**src/rtl/regfile_pkg.sv**
```systemverilog
// Shared definitions for the register-file write path.
//   ADDR_W / DATA_W : register address and data widths of the 32x32 file
//   NUM_REGS        : number of architectural registers
//   ZERO_REG        : hard-wired zero register, never written
//   wq_entry_t      : one pending write {addr, data}
package regfile_pkg;

    localparam int ADDR_W   = 5;
    localparam int DATA_W   = 32;
    localparam int NUM_REGS = 32;

    localparam logic [ADDR_W-1:0] ZERO_REG = '0;

    typedef struct packed {
        logic [ADDR_W-1:0] addr;
        logic [DATA_W-1:0] data;
    } wq_entry_t;

endpackage

```
**src/rtl/wq_fwd_match.sv**
```systemverilog
// Forwarding lookup over the pending-write queue.
//   entries : queue storage, indexed by physical slot
//   valid   : per-slot occupancy mask
//   head    : slot of the oldest entry
//   addr    : lookup register address
//   hit     : some valid entry targets addr (never for the zero register)
//   data    : value of the newest matching entry, else 0
module wq_fwd_match
    import regfile_pkg::*;
#(
    parameter int DEPTH = 4
) (
    input  wq_entry_t                    entries [DEPTH],
    input  logic [DEPTH-1:0]             valid,
    input  logic [$clog2(DEPTH)-1:0]     head,
    input  logic [ADDR_W-1:0]            addr,
    output logic                         hit,
    output logic [DATA_W-1:0]            data
);

    localparam int PTR_W = $clog2(DEPTH);

    logic [PTR_W-1:0] idx;

    // Walk oldest to newest; a later match overwrites an earlier one, so the
    // entry closest to the tail wins.
    always_comb begin
        hit  = 1'b0;
        data = '0;
        idx  = '0;
        for (int k = 0; k < DEPTH; k++) begin
            idx = head + PTR_W'(k);
            if (valid[idx] && (addr != ZERO_REG) && (entries[idx].addr == addr)) begin
                hit  = 1'b1;
                data = entries[idx].data;
            end
        end
    end

endmodule

```
**src/rtl/regfile_write_queue.sv**
```systemverilog
// In-order write queue feeding the register file write port.
//   clk, rst                 : clock, synchronous active-high reset
//   wb_valid/wb_ready        : writeback request handshake (ready = not full)
//   wb_addr, wb_data         : writeback destination and value
//   drain_en                 : register file accepts a write this cycle
//   RegWrite                 : write strobe (head entry committed on this edge)
//   Register_Write_Adress    : head entry address, 0 when empty
//   Write_Data               : head entry data, 0 when empty
//   fwd_addr_a/b             : operand lookup addresses
//   fwd_hit_a/b, fwd_data_a/b: newest pending value for each lookup
//   count, empty, full       : occupancy status
module regfile_write_queue #(
    parameter int DEPTH  = 4,
    parameter int DATA_W = regfile_pkg::DATA_W,
    parameter int ADDR_W = regfile_pkg::ADDR_W
) (
    input  logic                        clk,
    input  logic                        rst,
    input  logic                        wb_valid,
    output logic                        wb_ready,
    input  logic [ADDR_W-1:0]           wb_addr,
    input  logic [DATA_W-1:0]           wb_data,
    input  logic                        drain_en,
    output logic                        RegWrite,
    output logic [ADDR_W-1:0]           Register_Write_Adress,
    output logic [DATA_W-1:0]           Write_Data,
    input  logic [ADDR_W-1:0]           fwd_addr_a,
    input  logic [ADDR_W-1:0]           fwd_addr_b,
    output logic                        fwd_hit_a,
    output logic                        fwd_hit_b,
    output logic [DATA_W-1:0]           fwd_data_a,
    output logic [DATA_W-1:0]           fwd_data_b,
    output logic [$clog2(DEPTH+1)-1:0]  count,
    output logic                        empty,
    output logic                        full
);

    import regfile_pkg::*;

    localparam int PTR_W = $clog2(DEPTH);
    localparam int CNT_W = $clog2(DEPTH + 1);

    wq_entry_t        mem_q [DEPTH];
    logic [PTR_W-1:0] head_q, head_d;
    logic [PTR_W-1:0] tail_q, tail_d;
    logic [CNT_W-1:0] count_q, count_d;

    logic             push_fire;
    logic             push_store;
    logic             pop;
    wq_entry_t        head_entry;
    logic [DEPTH-1:0] valid_mask;
    logic [PTR_W-1:0] offset;

    // Status is derived only from registered occupancy, so wb_ready has no
    // combinational path from drain_en.
    assign empty    = (count_q == '0);
    assign full     = (count_q == CNT_W'(DEPTH));
    assign wb_ready = !full;
    assign count    = count_q;

    // Writes to the zero register complete the handshake but are dropped.
    assign push_fire  = wb_valid && wb_ready;
    assign push_store = push_fire && (wb_addr != ZERO_REG);

    assign head_entry            = mem_q[head_q];
    assign RegWrite              = !empty && drain_en && !rst;
    assign pop                   = RegWrite;
    assign Register_Write_Adress = empty ? '0 : head_entry.addr;
    assign Write_Data            = empty ? '0 : head_entry.data;

    always_comb begin
        head_d  = head_q + PTR_W'(pop);
        tail_d  = tail_q + PTR_W'(push_store);
        count_d = count_q + CNT_W'(push_store) - CNT_W'(pop);
    end

    always_ff @(posedge clk) begin
        if (rst) begin
            head_q  <= '0;
            tail_q  <= '0;
            count_q <= '0;
        end else begin
            head_q  <= head_d;
            tail_q  <= tail_d;
            count_q <= count_d;
        end
    end

    // Storage is not reset; occupancy alone decides what is valid.
    always_ff @(posedge clk) begin
        if (push_store && !rst) begin
            mem_q[tail_q].addr <= wb_addr;
            mem_q[tail_q].data <= wb_data;
        end
    end

    // A slot is occupied when its distance from head is below count.
    always_comb begin
        valid_mask = '0;
        offset     = '0;
        for (int i = 0; i < DEPTH; i++) begin
            offset        = PTR_W'(i) - head_q;
            valid_mask[i] = (CNT_W'(offset) < count_q);
        end
    end

    wq_fwd_match #(.DEPTH(DEPTH)) u_fwd_a (
        .entries (mem_q),
        .valid   (valid_mask),
        .head    (head_q),
        .addr    (fwd_addr_a),
        .hit     (fwd_hit_a),
        .data    (fwd_data_a)
    );

    wq_fwd_match #(.DEPTH(DEPTH)) u_fwd_b (
        .entries (mem_q),
        .valid   (valid_mask),
        .head    (head_q),
        .addr    (fwd_addr_b),
        .hit     (fwd_hit_b),
        .data    (fwd_data_b)
    );

endmodule

```
**config.mk**
```make
export PLATFORM = sky130hd
export DESIGN_NAME = regfile_write_queue
export DESIGN_NICKNAME = d
export VERILOG_FILES = /design/src/rtl/regfile_pkg.sv /design/src/rtl/wq_fwd_match.sv /design/src/rtl/regfile_write_queue.sv
export SDC_FILE = /design/constraint.sdc
export NUM_CORES = 1
export LEC_CHECK = 0
export CELL_PAD_IN_SITES_DETAIL_PLACEMENT = 1
export CELL_PAD_IN_SITES_GLOBAL_PLACEMENT = 2
export CORE_ASPECT_RATIO = 0.75
export CORE_MARGIN = 2
export CORE_UTILIZATION = 36
export CTS_CLUSTER_DIAMETER = 200
export DETAILED_ROUTE_END_ITERATION = 6
export PLACE_DENSITY_LB_ADDON = 0.1
export SLEW_MARGIN = 10
export SYNTH_ARGS = -nofsm -noshare
export SYNTH_HDL_FRONTEND = slang
export SYNTH_HIERARCHICAL = 1
export SYNTH_SLANG_ARGS = --single-unit
```
**constraint.sdc**
```tcl
create_clock -name clk -period 5.6 [get_ports clk]
set_input_delay 0.56 -clock clk [delete_from_list [all_inputs] [get_ports clk]]
set_output_delay 0.56 -clock clk [all_outputs]
set_load 0.03 [all_outputs]
```
==> results of run 1 <==
through the flow:
step | instances | instance area [um^2]
finish | 2354 | 18010
global route | 2353 | 18000
CTS | 2353 | 18000
detailed placement | 2321 | 17380
global placement | 2321 | 17380
floorplan | 1720 | 15380
synthesized netlist by cell type, drive strengths merged (31+ instances only):
cell	n
a21oi	68
a31oi	62
and2	98
and3	36
buf	77
clkbuf	92
edfxtp	148
mux2	68
mux2i	232
mux4	49
nand2	190
nand3	120
nand4	60
nor2	140
nor2b	46
or3	60
xnor2	31
power groups by stage:
| stage | Clock, W | Sequential (W) | Combinational, W |
|---|---|---|---|
| 2_1_floorplan | 0 | 0.00148 | 0.00208 |
| 3_3_place_gp | 0 | 0.00149 | 0.00322 |
| 3_5_place_dp | 0 | 0.00150 | 0.00326 |
| 4_1_cts | 0.00127 | 0.00147 | 0.00327 |
| 5_1_grt | 0.00131 | 0.00149 | 0.00349 |
| 6_report | 0.00125 | 0.00147 | 0.00325 |
metal layers:
| layer | part of all wire | routed length [um] | global-route usage | vias up |
|---|---|---|---|---|
| met5 | 0 | 0 | 0 | - |
| li1 | - | - | - | 6419 |
| met3 | 0.044 | 2455 | 0.03439 | 38 |
| met1 | 0.47 | 26130 | 0.3458 | 6977 |
| met2 | 0.47 | 25920 | 0.4148 | 315 |
| met4 | 0.012 | 679 | 0.04368 | 0 |
what timing repair did:
| item | in CTS | in global routing |
|---|---|---|
| endpoints found under the hold margin | 0 | 0 |
| setup endpoints to repair | 0 | 21 |
| gates resized for setup | 0 | 1 |
area by class of cell:
| class | count | area, um^2 | share of cell area |
|---|---|---|---|
| inverter | 13 | 53.80 | 0.002988 |
| timing repair buffer | 201 | 1977 | 0.1098 |
| sequential | 155 | 4594 | 0.2552 |
| clock buffer | 20 | 456.7 | 0.02536 |
| multi-input combinational | 1383 | 10050 | 0.5580 |
| clock inverter | 12 | 162.7 | 0.009033 |
| tap | 569 | 711.9 | 0.03954 |
| antenna | 1 | 2.502 | 0.0001390 |
cell families (layout without fill, tap and decap cells):
kind of cell	Yosys count	count (layout)	share of synthesized area
muxes	349	349	0.2728
buffers and inverters	182	246	0.05394
other	0	1	0
AOI/OAI and AO/OA	181	181	0.07607
and+or+nand+nor	792	792	0.2621
xor gates and xnor gates	54	54	0.03075
adders and majority gates	7	7	0.006183
DFF	155	155	0.2981
how the worst min path moves through the flow:
stage	slack [ns]	cells past startpoint	from	endpoint
2_1_floorplan	0.66	0	wb_addr[0]	mem_q[106]
3_3_place_gp	0.60	2	count[2]	count[2]
3_5_place_dp	0.61	2	count[2]	count[2]
4_1_cts	0.62	2	count[2]	count[2]
5_1_grt	0.68	2	count[2]	count[2]
6_report	0.62	2	count[2]	count[2]
sequential cells by signal, summed over array words and instances, names as in the netlist:
signal  cells
head_q      2
mem_q     148
count       3
tail_q      2
worst min-delay path, stage by stage, from the launching register on:
cell and delay [ns]:
dfxtp_1 0.39, nor2_1 0.14, nor3_1 0.05
==> results.md, run 1 <==
* Crit-path cells: inv_1 -> ha_1 -> a21oi_1 -> o21bai_2 -> nand2b_1 -> o221a_1 -> a211o_1 -> a221oi_4 -> a41oi_1 -> nor2_4 -> buf_4 -> nand4_1 -> a31oi_1 -> clkdlybuf4s50_1
* Critical path's slowest cell: clkdlybuf4s50_1
* Synth Flop Type: edfxtp_1
* Final setup vio count at 0
* Fraction of layout cells with a size suffix above 1 at 0.1469
* Dominant cells by area after synthesis: edfxtp_1 29%, mux2i_1 15%, mux4_2 7.2%, mux2_2 4.9%, nand2_1 4.6%
* Area delta synth->final at 17.09%
* EDFF count, synth at 148
* Largest area contributor in the netlist: edfxtp_1
* Setup Fix Bufs, Post-CTS at 0
* Initial antenna violation count at 0
* Final layout net count at 1829
* TNS Setup at 0 ns
* Critical path class: register to primary output
* Crit-path leading delay family: compound AO/OA/AOI/OAI gates
* Critical path buffers and inverters at 3
* Status: complete, no violations
* Most frequent cells in the layout: 232 x mux2i_1, 190 x nand2_1, 148 x edfxtp_1
* Arr. time, crit path at 4.71 ns
* GRT Total Usage at 0.2479
* Peak supply drop at 237.8 uV
* Commonest non-fill, non-tap cell in the layout: mux2i_1
* CP endpoint kind: primary output
* Achievable Freq at 0.1899 GHz
* Register area share after synthesis at 0.2981
* Clock H-tree levels at 4
* Period utilization at 0.9406
* Fillers at 4829
* Die height at 183.0 um
* Mapped Area at 15380 um^2
* Vias in the first global route at 13840
* P_int at 0.003356 W
* Post-CTS Hold Buffers at 0
* Switch Pwr at 0.002616 W
* IO buf count at 160
* Final WL at 55190 um
* Fin. Hold Viols at 0
* Die area at 44400 um^2
* Clock network power share at 0.209
* CTS tree: built
* Switch share at 0.4381
* Worst setup path endpoint: fwd_data_a[1]
* Async S/R FF share, synth at 0
* Crit path max fanout at 12
* CP max stage delay at 0.72 ns
* Drt pass-1 iters at 5
* Util after Layout at 0.4274
* CTS Sinks at 155
* Avg Vias per Cell at 5.841
* CTS root buffer: clkbuf_16
* Vias at 13750
* Seq cells post-synth at 155
* Clock period minus worst slack at 5.267 ns
* R2R depth at 4
* Drt initial violations at 951
* CTS buffer count at 17
* WL/cell at 23.44 um
* Max clock buf depth at 2
* Hold Worst Slack at 0.6186 ns
* Clk Latency, worst-skew pair at 0.44 ns
* Synthesized netlist net count at 1778
* Reg clk slew, reported paths at 0.07 ns
* Rows at 65
* Setup WS pre-CTS at 0.6463 ns
* Pleak at 5.984 nW
* Starting density of the core at 0.3650
* GP Congestion at 0.8002
* Max Cap Viol at 0
* Layout Skew at 0.007348 ns
* Post-DP HPWL at 35510 um
* Worst min path class: register to register
* Syn Inst Count at 1720
* Remaining Overflow, GRT at 0
* Final slew viol count at 0
* Mean Syn Cell Area at 8.941 um^2
* Reg power frac at 0.246
* Data required time at the worst endpoint at 5.04 ns
* Post-DRT Antenna Nets at 0
* RSZ-0062 raised after global routing: no
* Total power at 0.005972 W
* Measured slew at the worst slew-check pin at 1.243 ns
* RR Endpoint: mem_q[46]
* Rel. slew slack at 0.1694
* Synth unique cells at 58
* CP Launch Point: count[1]
* Yosys top cell area share at 0.2890
* Power Density at 331.7 nW/um^2
* Largest net degree at the start of global routing at 169
* Die width at 242.7 um
* Synth Warn # at 6
* Critical path launch point type: register
* CP Depth at 14
* Core area at 42130 um^2
* Combinational share of power at 0.544
* First-pass GRT wire length at 84970 um
* RR Startpoint: count[0]
* PnR worst setup slack at 0.3328 ns
* R2R setup slack at 2.62 ns
* I/O pin total at 161
* DRC viols at 0
No activity file was read; power rests on OpenSTA's default activity.
==> run 2: changes to the inputs <==
Settings changed: ABC_AREA set to 1, CORE_UTILIZATION 36 to 32.
==> run 2 against run 1 <==
- flip-flop and latch count is the same
- wire length up 65%
- sequential share of layout area fell by 2.7 points
- global-route usage is 6.3 points higher
- first-iteration DRC count grew 100%
- synthesized cell count increased by 75%
- final cell count up 59%
==> results.md, run 2 <==
* EDFF count, synth at 148 (unchanged)
* N_diodes at 0 (was 1)
* Register area share after synthesis at 0.2579 (was 0.2981)
* Die area at 57470 um^2 (was 44400 um^2)
* Achievable Freq at 0.1901 GHz (was 0.1899 GHz)
* Drt initial violations at 1925 (was 951)
* Measured slew at the worst slew-check pin at 1.230 ns (was 1.243 ns)
* GP Congestion at 0.9259 (was 0.8002)
* Clock period minus worst slack at 5.260 ns (was 5.267 ns)
* Pleak at 8.487 nW (was 5.984 nW)
* First-pass GRT wire length at 135100 um (was 84970 um)
* RSZ-0062 raised after global routing: no (unchanged)
* Final layout net count at 3071 (was 1829)
* Post-DP HPWL at 60940 um (was 35510 um)
* Max clock buf depth at 2 (unchanged)
* Setup Fix Bufs, Post-CTS at 0 (unchanged)
* Biggest register: mem_q (unchanged)
* Wire length on met2 at 40310 um (was 25920 um)
* Reg clk slew, reported paths at 0.07 ns (about the same)
* Top layer in use: met4 (unchanged)
* Vias in the first global route at 20780 (was 13840)
* Fillers at 7280 (was 4829)
* CTS buffer count at 17 (unchanged)
* Synthesized netlist net count at 3073 (was 1778)
* I/O pin total at 161 (unchanged)
* Status: complete, no violations (unchanged)
* Die height at 208.1 um (was 183.0 um)
* Commonest non-fill, non-tap cell in the layout: nand2_1 (was mux2i_1)
* Core area at 54720 um^2 (was 42130 um^2)
* HP Start: tail_q[0] (was count[2])
* Worst min path class: register to register (unchanged)
* CTS tree: built (unchanged)
* Final WL at 90990 um (was 55190 um)
* Yosys top cell area share at 0.2500 (was 0.2890)
* Critical path launch point type: register (unchanged)
* Mapped Area at 17780 um^2 (was 15380 um^2)
* Post-CTS Hold Buffers at 0 (unchanged)
* CTS root buffer: clkbuf_16 (unchanged)
* Fin. Hold Viols at 0 (unchanged)
* Rows at 74 (was 65)
* RR Startpoint: count[0] (unchanged)
* Async S/R FF share, synth at 0 (unchanged)
* CTS Sinks at 155 (unchanged)
* Avg Vias per Cell at 5.739 (was 5.841)
* Starting density of the core at 0.3249 (was 0.3650)
* Largest area contributor in the netlist: edfxtp_1 (unchanged)
* Max FFs per register at 148 (unchanged)
* Crit path max fanout at 40 (was 12)
* Period utilization at 0.9392 (was 0.9406)
* Most frequent cells in the layout: 1118 x nand2_1, 389 x o21ai_0, 235 x nand3_1 (was 232 x mux2i_1, 190 x nand2_1, 148 x edfxtp_1)
* Layout Skew at 0.009976 ns (was 0.007348 ns)
* DRC viols at 0 (unchanged)
* Synth Warn # at 6 (unchanged)
* Area occupied by multi-input gates at 11190 um^2 (was 10050 um^2)
* Synth unique cells at 35 (was 58)
* Synth Flop Type: edfxtp_1 (unchanged)
* CP endpoint kind: primary output (unchanged)
* Remaining Overflow, GRT at 0 (unchanged)
* Rel. slew slack at 0.1772 (was 0.1694)
* IO buf count at 160 (unchanged)
* Final setup vio count at 0 (unchanged)
* Die width at 276.2 um (was 242.7 um)
* Met3 routed WL at 5656 um (was 2455 um)
* WL/cell at 24.28 um (was 23.44 um)
* Total power at 0.008338 W (was 0.005972 W)
* Power Density at 414.6 nW/um^2 (was 331.7 nW/um^2)
* Arr. time, crit path at 4.70 ns (was 4.71 ns)
* Largest net degree at the start of global routing at 117 (was 169)
* Post-DRT Antenna Nets at 0 (unchanged)
* Syn Inst Count at 3015 (was 1720)
* Dominant cells by area after synthesis: edfxtp_1 25%, nand2_1 24%, o21ai_0 11%, nand4_1 6.8%, nand3_1 6.7% (was edfxtp_1 29%, mux2i_1 15%, mux4_2 7.2%, mux2_2 4.9%, nand2_1 4.6%)
* PostCTS Resize Cnt at 0 (unchanged)
* Final slew viol count at 0 (unchanged)
* Clk Latency, worst-skew pair at 0.50 ns (was 0.44 ns)
* Met1 WL at 42950 um (was 26130 um)
* Fraction of layout cells with a size suffix above 1 at 0.06874 (was 0.1469)
* Util after Layout at 0.3675 (was 0.4274)
* Initial antenna violation count at 0 (unchanged)
* FF/Latch Area at 4592 um^2 (was 4594 um^2)
* R2R setup slack at 2.50 ns (was 2.62 ns)
* Clock H-tree levels at 4 (unchanged)
* CP Launch Point: head_q[1] (was count[1])
* Max Cap Viol at 0 (unchanged)
* Drt pass-1 iters at 5 (unchanged)
* Vias at 21510 (was 13750)
* Peak supply drop at 263.1 uV (was 237.8 uV)
* Synth cell count leaders: 1118 x nand2_1, 389 x o21ai_0, 237 x nand3_1, 237 x nor2_1, 195 x inv_1 (was 232 x mux2i_1, 190 x nand2_1, 148 x edfxtp_1)
* GRT Total Usage at 0.3114 (was 0.2479)
* TNS Setup at 0 ns (unchanged)
* Area delta synth->final at 13.12% (was 17.09%)
* Count leader, synth: nand2_1 (was mux2i_1)
* Critical path class: register to primary output (unchanged)
* Seq cells post-synth at 155 (unchanged)
* Data required time at the worst endpoint at 5.04 ns (about the same)
* Mean Syn Cell Area at 5.896 um^2 (was 8.941 um^2)
==> run 2: cell count changes after synthesis, moves of 71 or more <==
cell,delta
inv_1,+182
and2_1,-95
nor2_1,+99
nand4_1,+134
mux2i_1,-168
buf_2,+71
o21ai_0,+383
nand3_1,+117
nand2_1,+928
==> run 2: cell type report <==
class | count | area share
Timing Repair Buffer | 230 | 0.1013
Clock inverter | 15 | 0.009955
Clock buffer | 17 | 0.02115
Tap cell | 722 | 0.04492
Inverter | 201 | 0.03777
Sequential cell | 155 | 0.2283
Multi-Input combinational cell | 2408 | 0.5566
==> run 2: logic make-up after synthesis <==
logic type,synth area share
adder cells (fa/ha/maj),0.005349
AO/OA/AOI/OAI,0.1487
flip-flops,0.2579
buffers and inverters,0.1153
multiplexers,0.03604
XOR/XNOR,0.0009855
AND/OR/NAND/NOR,0.4357
==> run 2: path summary, 6_finish.rpt <==
kind                                        to  cells after the start
worst max-delay path            fwd_data_b[13]                     17
worst min-delay path                 tail_q[0]                      2
worst max register to register        mem_q[9]                      7
worst min register to register       tail_q[0]                      2
==> run 2: worst max-delay path, stage by stage, from the launching register on <==
cell	delay (ns)
dfxtp_4	0.67
inv_2	0.13
ha_1	0.31
inv_1	0.07
a21oi_1	0.05
o21ai_0	0.51
o21ai_0	0.39
nand2_1	0.15
nand2_1	0.06
nor2_1	0.12
nand2_1	0.10
nor2_4	0.12
nand3_4	0.41
buf_4	0.42
nand2_1	0.10
nand3_1	0.06
a21oi_1	0.29
buf_4	0.23
==> run 2: per-layer routing <==
| layer | up-vias | GRT usage |
|---|---|---|
| li1 | 10040 | - |
| met2 | 706 | 0.4919 |
| met1 | 10650 | 0.4404 |
| met5 | - | 0 |
| met3 | 109 | 0.04267 |
| met4 | 0 | 0.09308 |
==> run 2: through the flow <==
step	cells	area [um^2]	hold slack, ns	worst slack [ns]
finish	3748	20110	0.5420	0.3403
global route	3748	20110	0.5854	0.2036
CTS	3748	20110	0.5509	0.3867
detailed placement	3716	19480	0.5406	0.9641
global placement	3716	19480	0.5137	1.079
floorplan	3015	17780	0.4919	2.098
==> run 2: report_power, final <==
part           internal (W)  switching, W  total (W)
logic               0.00152       0.00403    0.00555
registers           0.00136      0.000107    0.00147
clock network      0.000717      0.000603    0.00132
total               0.00360       0.00474    0.00834
